File: config.mk
export PLATFORM = sky130hd
export DESIGN_NAME = alu_issue
export DESIGN_NICKNAME = d
export VERILOG_FILES = /design/src/rtl/alu_issue.sv
export SDC_FILE = /design/constraint.sdc
export NUM_CORES = 1
export LEC_CHECK = 0
export ABC_AREA = 1
export BUFFER_PORTS_ARGS = -buffer_cell sky130_fd_sc_hd__buf_2
export CAP_MARGIN = 25
export CORE_MARGIN = 4
export CORE_UTILIZATION = 38
export CTS_CLUSTER_DIAMETER = 100
export DETAILED_ROUTE_END_ITERATION = 7
export PLACE_DENSITY = 0.71
export SLEW_MARGIN = 10
export SYNTH_ARGS = -nofsm -noshare
export SYNTH_HDL_FRONTEND = slang
export SYNTH_SLANG_ARGS = --single-unit
File: constraint.sdc
create_clock -name clk -period 1.9 [get_ports clk]
set_clock_uncertainty 0.1 [all_clocks]
set_input_delay 0.095 -clock clk [delete_from_list [all_inputs] [get_ports clk]]
set_output_delay 0.095 -clock clk [all_outputs]
set_load 0.02 [all_outputs]
File: src/rtl/alu_issue.sv
// Issue/response front end for the combinational 32-bit ALU of the multi-cycle RV32I core.
// Decodes one instruction per handshake, drives registered ALU inputs and returns a writeback/branch response.
module alu_issue #(
   parameter int XLEN = 32
) (
   input  logic            clk,
   input  logic            reset,
   input  logic            in_valid,
   output logic            in_ready,
   input  logic [6:0]      opcode,
   input  logic [2:0]      funct3,
   input  logic            funct7_5,
   input  logic [XLEN-1:0] rs1_data,
   input  logic [XLEN-1:0] rs2_data,
   input  logic [XLEN-1:0] imm,
   input  logic [4:0]      rd,
   output logic [XLEN-1:0] alu_in1,
   output logic [XLEN-1:0] alu_in2,
   output logic [3:0]      alu_control,
   input  logic [XLEN-1:0] alu_result,
   input  logic            zero,
   output logic            out_valid,
   input  logic            out_ready,
   output logic            out_we,
   output logic [4:0]      out_rd,
   output logic [XLEN-1:0] out_data,
   output logic            out_branch,
   output logic            out_taken,
   output logic            out_illegal
);

   typedef enum logic [1:0] {
      IDLE,
      EXEC,
      RESP
   } state_t;

   state_t state, state_next;

   logic       dec_legal;
   logic [3:0] dec_code;
   logic       dec_use_imm;
   logic       dec_branch;
   logic       dec_bne;

   logic       bne_q;
   logic       write_q;

   always_comb begin
      dec_legal   = 1'b0;
      dec_code    = 4'b0000;
      dec_use_imm = 1'b0;
      dec_branch  = 1'b0;
      dec_bne     = 1'b0;
      case (opcode)
         7'b0110011: begin
            case (funct3)
               3'b000: begin
                  dec_legal = 1'b1;
                  dec_code  = funct7_5 ? 4'b0110 : 4'b0010;
               end
               3'b111: begin dec_legal = 1'b1; dec_code = 4'b0000; end
               3'b110: begin dec_legal = 1'b1; dec_code = 4'b0001; end
               3'b010: begin dec_legal = 1'b1; dec_code = 4'b0111; end
               default: ;
            endcase
         end
         7'b0010011: begin
            dec_use_imm = 1'b1;
            case (funct3)
               3'b000: begin dec_legal = 1'b1; dec_code = 4'b0010; end
               3'b111: begin dec_legal = 1'b1; dec_code = 4'b0000; end
               3'b110: begin dec_legal = 1'b1; dec_code = 4'b0001; end
               3'b010: begin dec_legal = 1'b1; dec_code = 4'b0111; end
               default: ;
            endcase
         end
         7'b1100011: begin
            dec_code   = 4'b0110;
            dec_branch = 1'b1;
            case (funct3)
               3'b000: dec_legal = 1'b1;
               3'b001: begin dec_legal = 1'b1; dec_bne = 1'b1; end
               default: ;
            endcase
         end
         default: ;
      endcase
   end

   always_ff @(posedge clk) begin
      if (reset) state <= IDLE;
      else       state <= state_next;
   end

   always_comb begin
      state_next = state;
      case (state)
         IDLE: if (in_valid) state_next = dec_legal ? EXEC : RESP;
         EXEC: state_next = RESP;
         RESP: if (out_ready) state_next = IDLE;
         default: state_next = IDLE;
      endcase
   end

   assign in_ready  = (state == IDLE);
   assign out_valid = (state == RESP);

   // Illegal encodings skip EXEC, so the ALU registers keep whatever the last legal op left there.
   always_ff @(posedge clk) begin
      if (reset) begin
         alu_in1     <= '0;
         alu_in2     <= '0;
         alu_control <= 4'b0000;
         out_we      <= 1'b0;
         out_rd      <= 5'd0;
         out_data    <= '0;
         out_branch  <= 1'b0;
         out_taken   <= 1'b0;
         out_illegal <= 1'b0;
         bne_q       <= 1'b0;
         write_q     <= 1'b0;
      end else begin
         case (state)
            IDLE: begin
               if (in_valid) begin
                  out_rd    <= rd;
                  out_we    <= 1'b0;
                  out_taken <= 1'b0;
                  if (dec_legal) begin
                     alu_in1     <= rs1_data;
                     alu_in2     <= dec_use_imm ? imm : rs2_data;
                     alu_control <= dec_code;
                     out_branch  <= dec_branch;
                     out_illegal <= 1'b0;
                     bne_q       <= dec_bne;
                     write_q     <= !dec_branch && (rd != 5'd0);
                  end else begin
                     out_branch  <= 1'b0;
                     out_illegal <= 1'b1;
                     out_data    <= '0;
                     write_q     <= 1'b0;
                  end
               end
            end
            EXEC: begin
               out_data  <= alu_result;
               out_taken <= out_branch && (bne_q ? !zero : zero);
               out_we    <= write_q;
            end
            default: ;
         endcase
      end
   end

endmodule
# Word-level counts from Yosys, hierarchy flattened
# Cells that the tools add are included.
# totals
word_cells,66
input_bits,149
ff_bits,113
out_inout_bits,111
# op_classes
n_mux,26
n_eq_ne,12
n_reduce_logical,16
# op_table
op,n
two-way mux 32 bit,3
one-hot mux 32 bit (2 select lines),1
one-hot mux 3 bit (3 select lines),3
two-way mux 1 bit,11
equality test 7 x 5 -> 1 bit (second input constant),1
equality test 7 x 6 -> 1 bit (second input constant),1
equality test 7 bit (second input constant),1
equality test 3 bit (second input constant),2
two-way mux 2 bit,3
one-hot mux 1 bit (2 select lines),3
one-hot mux 2 bit (3 select lines),1
AND reduction 2 bit,3
AND reduction 3 bit,2
nonzero test 5 bit,1
inequality test 2 bit (second input constant),2
OR reduction 2 bit,2
OR reduction 4 bit,1
equality test 3 x 1 -> 1 bit (second input constant),1
equality test 3 x 2 -> 1 bit (second input constant),1
logical NOT 3 bit,1
two-way mux 3 bit,1
equality test 2 x 1 -> 1 bit (second input constant),1
equality test 2 bit (second input constant),1
logical AND 1 bit,2
other kinds (4),5

# Depth between registers and ports, before layout
# Gate-level depths: netlist (run 1).
# logic_depth
ltp_word,7
ltp_mapped,12
depth_no_buf,10

# Least setup slack after synthesis (run 1)
# No wires, ideal clock.
# synth_path
path_type,reg-to-reg
from,register state[0]
to,register alu_in2[31]
path_slack_ps,75
period_less_slack_ps,1825
required_ps,1687
setup_ps,113
t_arrival_ps,1612
path_stages_with_launch,10
n_path_buf,3
cell_sequence,dfxtp_1 -> nor2_1 -> nand2_1 -> inv_1 -> buf_4 -> nand2_1 -> buf_4 -> buf_6 -> nand3_1 -> nand2_1
# synth_between
elab_chain_len,2
# synth_rtl
item,line,text
"start, declared",38,"state_t state, state_next;"
"start signal, assigned",93,else state <= state_next;
logical NOT 2 bit,n/a,
named net in_ready,9,"output logic in_ready,"
AND reduction 3 bit (no source line),n/a,
"end signal, assigned",132,alu_in2 <= dec_use_imm ? imm : rs2_data;
"end, declared",18,"output logic [XLEN-1:0] alu_in2,"
# The timed path passes the listed nets, and every way through them passes these cells.
# A chain may end at the register's enable or synchronous reset.

# Worst setup path after layout (run 1)
# layout_path
from,input opcode[3]
to,register alu_in2[27]
# layout_between
elab_chain_len,4
word_cells_on_any_way,8
classes_between,eq/ne: 3; mux: 3; reduce/logical: 2
# layout_rtl
item,line,text
"start, declared",10,"input logic [6:0] opcode,"
equality test 7 x 5 -> 1 bit or equality test 7 x 6 -> 1 bit (tied branches),55,case (opcode)
OR reduction 2 bit (no source line),n/a,
one-hot mux 1 bit (2 select lines),55,
AND reduction 3 bit (no source line),n/a,
# Several ways; a longest one is shown, not always the timed one.

==> results.toml, run 1 <==
[detailed_routing]
drt-total-wl_um = 17200
wire_per_inst_um = 14.9
drc = 0
drtIter0Drc = 368
top_layer_used = "met4"
final_antenna_net_count = 0
wl_met2_um = 8670
via_count = 5742
first_pass_iters = 5
drt-met1-wl_um = 6450
avgViaCountPerCell = 4.98
wl_met3_um = 1280

[grt]
grt_max_degree = 78
overflow = 0
track_usage = 0.241
antenna_found_initial = 4
grt_pass1_vias = 5678
grt_pass1_wl_um = 27600

[clock_network]
cts_sinks = 112
cts_buffer_depth = 2
post_cts_buffers = 0
clockRootBuffer = "clkbuf_16"
path_clk_slew_ns = 0.07
cts_buffers = 9
h-tree-depth = 3
clock_latency_ns = 0.34
cts_tree = "done"

[worst_setup_path]
critPathTopFamily = "buffers and inverters"
rrSetupSlack_ns = 0.24
crit_path_end = "alu_in2[27]"
setup.worst_path.start_class = "primary input"
path_common_cell = "nand2_1"
crit_cells = 12
r2r-end = "alu_in2[27]"
worst_ep_arrival_time_ns = 1.88
worst_path_max_delay_cell = "dlygate4sd3_1"
critPathKind = "in2reg"
path_buf_inv = 5
crit_fanout = 35
r2r_cells = 8
path_cells = "buf_2, nor2_1, nand2_1, inv_2, buf_8, nand2_1, buf_4, nand2_1, nand2_1, dlygate4sd3_1, nand2_1, nand2_1"
r2r-start = "state[0]"
end_kind = "flip-flop"
crit_start = "opcode[3]"
cpPeakStageDelay_ns = 0.55
required_ns = 2.03

[logic_synthesis]
ys_seq_area_frac = 0.494
synth_ff_type = "dfxtp_1"
avgSynthCellArea_sq_um = 7.19
synth-seq-cells = 112
synth_edf_count = 0
synth_top_area_share = 0.494
netlist_area_sq_um = 4540
yosysTopAreaCell = "dfxtp_1"
synth_cells = 632
yosys_warnings = 0
ys_top_cells_by_area = "dfxtp_1, nand2_1, nand3_1"
async_flop_share = 0
syn_nets = 781
ys_types = 21

[floorplanning]
ios = 260
start_util = 0.393
fp.dieW_um = 117
core_sq_um = 11600
die_area_sq_um = 13800
die_y_um = 117
num_rows = 39

[power]
powerDensity_nw_per_um2 = 632
power.clock.fraction = 0.376
p_switching_mw = 1.13
pwr-share-seq = 0.496
share_comb_of_total_power = 0.128
p_sw_frac = 0.237
p_int_mw = 3.64
vdd_drop_max_v = 0.000403
total_power_mw = 4.77
p_leak_nw = 3.92

[final_layout]
mostFrequentLayoutCells = "buf_2, nand2_1, nand3_1"
syn_to_final_growth_pct = 66.3
final_common_cell = "buf_2"
drive_above_1_share = 0.291
nNetsFinal = 1151
n_fill_cell = 968

[timing]
fin_tns_setup_ns = 0
hold_ws_ns = 0.0180
period_minus_slack_ns = 1.74
rsz0062_at_grt = "no"
timing.fmax_mhz = 574
post-route-period-util = 0.917
setup_viol = 0
finalHoldViolCount = 0
maxSlewViolCount = 0

[place]
dpl.hpwl_um = 10200
port_buffers = 258
gp_congestion = 0.798

[worst_hold_path]
hp-start = "imm[5]"
hp-class = "in2reg"

[run_status]
status = "finished, final reports clean"

[flow_run]
maxCapViolations = 0
[routing by layer]
metal  vias to the layer above  track usage
li1                       2789            -
met1                      2589        0.266
met2                       305        0.417
met3                        59       0.0582
met4                         0        0.147
met5                         -            0
[kinds of logic (layout without fill, tap and decap cells)]
group	count (synthesis)	in the layout	share of synthesized area
buffers and inverters	62	436	0.0694
xor gates and xnor gates	1	1	0.00193
AOI/OAI and AO/OA	53	53	0.0587
other	1	5	0.000825
DFF	112	112	0.494
and+or+nand+nor	403	403	0.376
[final cells by class]
cell class | count | area [sq um] | area share
Tap cell | 143 | 179 | 0.0237
Clock buffer | 10 | 239 | 0.0316
Antenna cell | 4 | 10.0 | 0.00133
Clock inverter | 5 | 42.5 | 0.00563
Timing Repair Buffer | 405 | 2790 | 0.370
Sequential cell | 112 | 2240 | 0.297
Inverter | 16 | 60.1 | 0.00795
Multi-Input combinational cell | 458 | 1990 | 0.263
[cell usage after synthesis, drive strengths merged, types with 2 or more instances]
cell and instances:
a21oi 37, buf 21, clkbuf 25, clkinv 3, dfxtp 112, inv 13
nand2 242, nand3 141, nor2 16, nor3 2, o21ai 15
[tightest hold or removal path: cells and delay by family]
family	cells	cell delay, ns
and+or+nand+nor	4	0.26
buffers and inverters	1	0.07
[registers in the layout (all words and copies together), names as in the netlist]
| register | count |
|---|---|
| out_taken | 1 |
| alu_control | 3 |
| out_illegal | 1 |
| write_q | 1 |
| out_branch | 1 |
| out_we | 1 |
| out_rd | 5 |
| out_data | 32 |
| alu_in2 | 32 |
| bne_q | 1 |
| state | 2 |
| alu_in1 | 32 |
[stage by stage]
stage | instance area, sq um | util | worst slack (ns) | instances
floorplan | 4540 | - | 0.0750 | 632
global placement | 5920 | 0.512 | 0.228 | 1001
detailed placement | 5920 | 0.512 | 0.176 | 1001
CTS | 7530 | 0.651 | 0.0880 | 1149
global route | 7550 | 0.653 | 0.0221 | 1153
finish | 7550 | 0.653 | 0.158 | 1153
[what timing repair did]
| action | in CTS | in global routing |
|---|---|---|
| gates resized for setup | 0 | 4 |
| endpoints found under the setup margin | 0 | 40 |
| hold buffers | 133 | 0 |
| hold endpoints to repair | 104 | 0 |
[power groups by stage]
stage | clock network (mW) | registers [mW] | logic [mW]
6_report | 1.80 | 2.37 | 0.610
5_1_grt | 1.93 | 2.37 | 0.658
4_1_cts | 1.85 | 2.37 | 0.585
3_5_place_dp | 0 | 2.42 | 0.372
3_3_place_gp | 0 | 2.42 | 0.374
2_1_floorplan | 0 | 2.44 | 0.143
[worst min-delay path by stage]
stage | cells after the start | slack (ns) | end
detailed placement | 3 | 0.18 | alu_in1[13]
CTS | 5 | 0.009 | alu_in2[5]
finish | 5 | 0.02 | alu_in2[5]
global placement | 3 | 0.18 | alu_in1[30]
floorplan | 2 | 0.1 | alu_in1[0]
global route | 5 | 0.04 | alu_in2[5]
(Power assumes the default switching activity.)
==> inputs of run 2 (changes only) <==
Settings changed: MAX_ROUTING_LAYER set to met4.
==> results.toml, run 2 (synthesized netlist as in run 1, its figures left out) <==
[final_layout]
final_area_sq_um = 7550
seq_area_sq_um = 2240
final_util = 0.653
reg.largest.list = "alu_in1 (32), alu_in2 (32), out_data (32)"
multi_input_area_sq_um = 1990
final_common_cell = "buf_2"
syn_to_final_growth_pct = 66.3
nNetsFinal = 1151
mostFrequentLayoutCells = "buf_2, nand2_1, nand3_1"
n_fill_cell = 968
drive_above_1_share = 0.291

[grt]
grt_max_degree = 78
overflow = 0
antenna_found_initial = 4
grt_pass1_wl_um = 27600
track_usage = 0.248
grt_pass1_vias = 5670

[worst_setup_path]
critPathKind = "in2reg"
rrSetupSlack_ns = 0.24
r2r-end = "alu_in1[30]"
required_ns = 2.04
setup.worst_path.start_class = "primary input"
r2r-start = "state[0]"
r2r_cells = 8
end_kind = "flip-flop"
worst_ep_arrival_time_ns = 1.88
crit_fanout = 35
crit_start = "opcode[3]"

[place]
gp_congestion = 0.810
port_buffers = 258
preCtsSetupSlack_ns = 0.176
dpl.hpwl_um = 10200
placed_area_sq_um = 5920

[floorplanning]
num_rows = 39
die_y_um = 117
fp.dieW_um = 117
ios = 260
start_util = 0.393
core_sq_um = 11600
die_area_sq_um = 13800

[detailed_routing]
via_count = 5759
first_pass_iters = 4
drt-total-wl_um = 17200
drtIter0Drc = 402
drc = 0
avgViaCountPerCell = 4.99
wire_per_inst_um = 14.9
final_antenna_net_count = 0

[clock_network]
clockRootBuffer = "clkbuf_16"
cts_buffer_depth = 2
clock_latency_ns = 0.34
path_clk_slew_ns = 0.07
cts_tree = "done"
post_cts_buffers = 0
h-tree-depth = 3
cts_sinks = 112
cts_buffers = 9

[timing]
maxSlewViolCount = 0
finalHoldViolCount = 0
layout_setup_ws_ns = 0.157
rsz0062_at_grt = "no"
timing.fmax_mhz = 574
post-route-period-util = 0.917
setup_viol = 0
period_minus_slack_ns = 1.74
fin_tns_setup_ns = 0

[flow_run]
maxCapViolations = 0

[power]
total_power_mw = 4.78
p_leak_nw = 3.92
powerDensity_nw_per_um2 = 632
vdd_drop_max_v = 0.000402

[run_status]
status = "finished, final reports clean"

[worst_hold_path]
hp-class = "in2reg"
hp-start = "imm[5]"
min_path_cells = 5
whs_endpoint = "alu_in2[5]"
run 2: worst max-delay path by stage:
| stage | end | slack [ns] | cells past startpoint |
|---|---|---|---|
| floorplan | alu_in2[31] | 0.08 | 9 |
| finish | alu_in2[1] | 0.16 | 12 |
| global route | alu_in2[22] | 0.02 | 12 |
| global placement | alu_in2[6] | 0.23 | 11 |
| CTS | alu_in2[22] | 0.09 | 12 |
| detailed placement | alu_in2[17] | 0.18 | 11 |
run 2: area by class of cell:
type | count | share of cell area
clock buffer | 10 | 0.0316
inverter | 16 | 0.00795
antenna | 4 | 0.00133
clock inverter | 5 | 0.00563
multi-input combinational | 458 | 0.263
tap | 143 | 0.0237
timing repair buffer | 405 | 0.370
sequential | 112 | 0.297
run 2: timing repair:
item                                    4_1_cts  5_1_grt
hold buffers                                133        0
resized for setup                             0        4
endpoints found under the setup margin        0       42
hold endpoints to repair                    104        0
run 2: worst max-delay path, cell delays in order:
cell	delay [ns]
buf_2	0.10
nor2_1	0.09
nand2_1	0.12
inv_2	0.09
buf_8	0.22
nand2_1	0.10
buf_4	0.22
nand2_1	0.08
nand2_1	0.05
dlygate4sd3_1	0.58
nand2_1	0.08
nand2_1	0.04
run 2: metal layers:
metal / wire, um / GRT usage
met1: 6510 / 0.275
met2: 8640 / 0.417
met3: 1230 / 0.0472
met4: 843 / 0.147
met5: 0 / -
run 2: metrics by stage:
stage | hold WS, ns | std cells
3_3_place_gp | 0.182 | 1001
3_5_place_dp | 0.184 | 1001
4_1_cts | 0.00864 | 1149
2_1_floorplan | 0.0981 | 632
5_1_grt | 0.0441 | 1153
6_report | 0.0148 | 1153
run 2: power by group:
part	internal [mW]	leakage (nW)	switching, mW
combinational	0.350	2.89	0.261
sequential	2.36	0.903	0.00803
clock	0.931	0.129	0.867
==> inputs of run 3 (changes only) <==
Settings changed: ABC_AREA 1 to 0, CELL_PAD_IN_SITES_DETAIL_PLACEMENT set to 0, CELL_PAD_IN_SITES_GLOBAL_PLACEMENT set to 1, CORE_UTILIZATION 38 to 32, PLACE_DENSITY 0.71 to not set, PLACE_DENSITY_LB_ADDON set to 0.1.
==> results.toml, run 3 <==
[logic_synthesis]
ys_top_cells_by_area = "dfxtp_1, a21oi_1, nand3_1"
synth_edf_count = 0
ys_seq_area_frac = 0.428
synth_commonest_cells = "a21oi_1, dfxtp_1, nand3_1"
synth_top_area_share = 0.428
synth-seq-cells = 112
async_flop_share = 0
yosys_warnings = 0
synth_cells = 618
synth_ff_type = "dfxtp_1"
yosysTopAreaCell = "dfxtp_1"
ys_types = 44
avgSynthCellArea_sq_um = 8.48
syn_nets = 767
netlist_area_sq_um = 5240
synth.most_common_cell = "a21oi_1"

[clock_network]
clock_latency_ns = 0.34
cts_tree = "done"
h-tree-depth = 3
cts_buffer_depth = 2
post_cts_buffers = 0
clockRootBuffer = "clkbuf_16"
cts_buffers = 9
cts_sinks = 112
path_clk_slew_ns = 0.08

[floorplanning]
num_rows = 46
fp.dieW_um = 136
start_util = 0.329
die_y_um = 136
ios = 260
die_area_sq_um = 18500
core_sq_um = 15900

[timing]
maxSlewViolCount = 0
period_minus_slack_ns = 1.91
rsz0062_at_grt = "yes"
setup_viol = 14
post-route-period-util = 1.01
hold_ws_ns = 0.0263
timing.fmax_mhz = 522
layout_setup_ws_ns = -0.0144
finalHoldViolCount = 0

[worst_setup_path]
setup.worst_path.start_class = "flip-flop"
end_kind = "flip-flop"
required_ns = 2.02
crit_fanout = 48
critPathKind = "reg2reg"
path_cells = "or3b_4, or4b_4, buf_12, nand3_1, a21oi_1"
worst_path_max_delay_cell = "or4b_4"
worst_ep_arrival_time_ns = 2.04
cpPeakStageDelay_ns = 0.55

[final_layout]
final_common_cell = "buf_2"
drive_above_1_share = 0.359
n_fill_cell = 1541
nNetsFinal = 1060
mostFrequentLayoutCells = "buf_2, a21oi_1, dfxtp_1"
fin_cells = 1137
reg.largest.list = "alu_in1 (32), alu_in2 (32), out_data (32)"
final_util = 0.500
syn_to_final_growth_pct = 52.1

[power]
p_leak_nw = 3.39
vdd_drop_max_v = 0.000413
total_power_mw = 5.13
powerDensity_nw_per_um2 = 643

[detailed_routing]
wire_per_inst_um = 17.1
avgViaCountPerCell = 5.28
drt-total-wl_um = 19500
drc = 0
final_antenna_net_count = 0
first_pass_iters = 4
via_count = 6002
drtIter0Drc = 311

[flow_run]
maxCapViolations = 0

[grt]
antenna_found_initial = 4
track_usage = 0.207
grt_max_degree = 65
grt_pass1_vias = 5876
grt_pass1_wl_um = 30200
overflow = 0

[place]
port_buffers = 258
preCtsSetupSlack_ns = -0.0196
dpl.hpwl_um = 13400
dp.cells = 1043
gp_congestion = 0.803

[run_status]
violations = "setup timing"
status = "finished, violations left"

[worst_hold_path]
hp-class = "in2reg"
## run 3: cell count changes in the layout (fill, tap and decap cells not counted), moves of 9 or more
cell           change
nand3_1           -83
nand3_2            +9
buf_4             +13
a21oi_1           +99
nand2_1          -227
o21ai_0           -15
inv_1              -9
a21boi_0          +32
a211oi_1          +33
and3_1            +32
o221ai_1          +32
o211ai_1          +33
dlygate4sd3_1     -60
## run 3: per-stage QoR
step	instance area (sq um)	TNS, ns
after CTS	7960	0
after floorplan	5270	-3.93
after global placement	6880	-0.0237
after global routing	7970	-1.97
after detailed placement	6880	-0.260
final	7970	-0.0657
## run 3: final timing paths
kind / startpoint / to / slack (ns) / cells past startpoint
setup / recovery: state[0] / alu_in1[23] / -0.01 / 5
hold / removal: funct3[0] / alu_control[0] / 0.03 / 4
setup reg to reg: state[0] / alu_in1[23] / -0.01 / 5
hold reg to reg: alu_control[1] / alu_control[1] / 0.36 / 2
## run 3: final cells by class
type | instances | area (sq um) | area share
diodes | 5 | 12.5 | 0.00157
clock buffers | 10 | 239 | 0.0300
clock inverters | 6 | 95.1 | 0.0119
inverters | 2 | 7.51 | 0.000942
multi-input cells | 424 | 2710 | 0.339
flip-flops and latches | 112 | 2240 | 0.281
well taps | 216 | 270 | 0.0339
repair buffers | 362 | 2400 | 0.301
## run 3: critical path: cells and delay by family (launching register included)
family	cells	cell delay [ns]
buf+inv	1	0.22
flops	1	0.32
compound gates	1	0.06
simple gates	3	1.06
## run 3: cells by family after synthesis
logic type | share of synthesized area
AO/OA/AOI/OAI | 0.342
other | 0.000715
AND/OR/NAND/NOR | 0.158
XOR/XNOR | 0.00167
buffers and inverters | 0.0697
flip-flops | 0.428
## run 3: power breakdown
| part | total (mW) | switching [mW] | internal (mW) |
|---|---|---|---|
| registers | 2.37 | 0.00680 | 2.36 |
| logic | 0.611 | 0.300 | 0.311 |
| clock network | 2.15 | 0.938 | 1.21 |
| total | 5.13 | 1.24 | 3.88 |
## run 3: timing repair
item,CTS,global route
hold buffers,73,0
setup endpoints to repair,46,55
gates resized for setup,3,1
hold endpoints to repair,72,0
## run 3: per-layer routing
| metal | vias to the layer above | routed length [um] | track usage |
|---|---|---|---|
| li1 | 2931 | - | - |
| met1 | 2849 | 8340 | 0.257 |
| met2 | 201 | 9440 | 0.335 |
| met3 | 21 | 1370 | 0.0437 |
| met4 | 0 | 322 | 0.0739 |
| met5 | - | 0 | - |
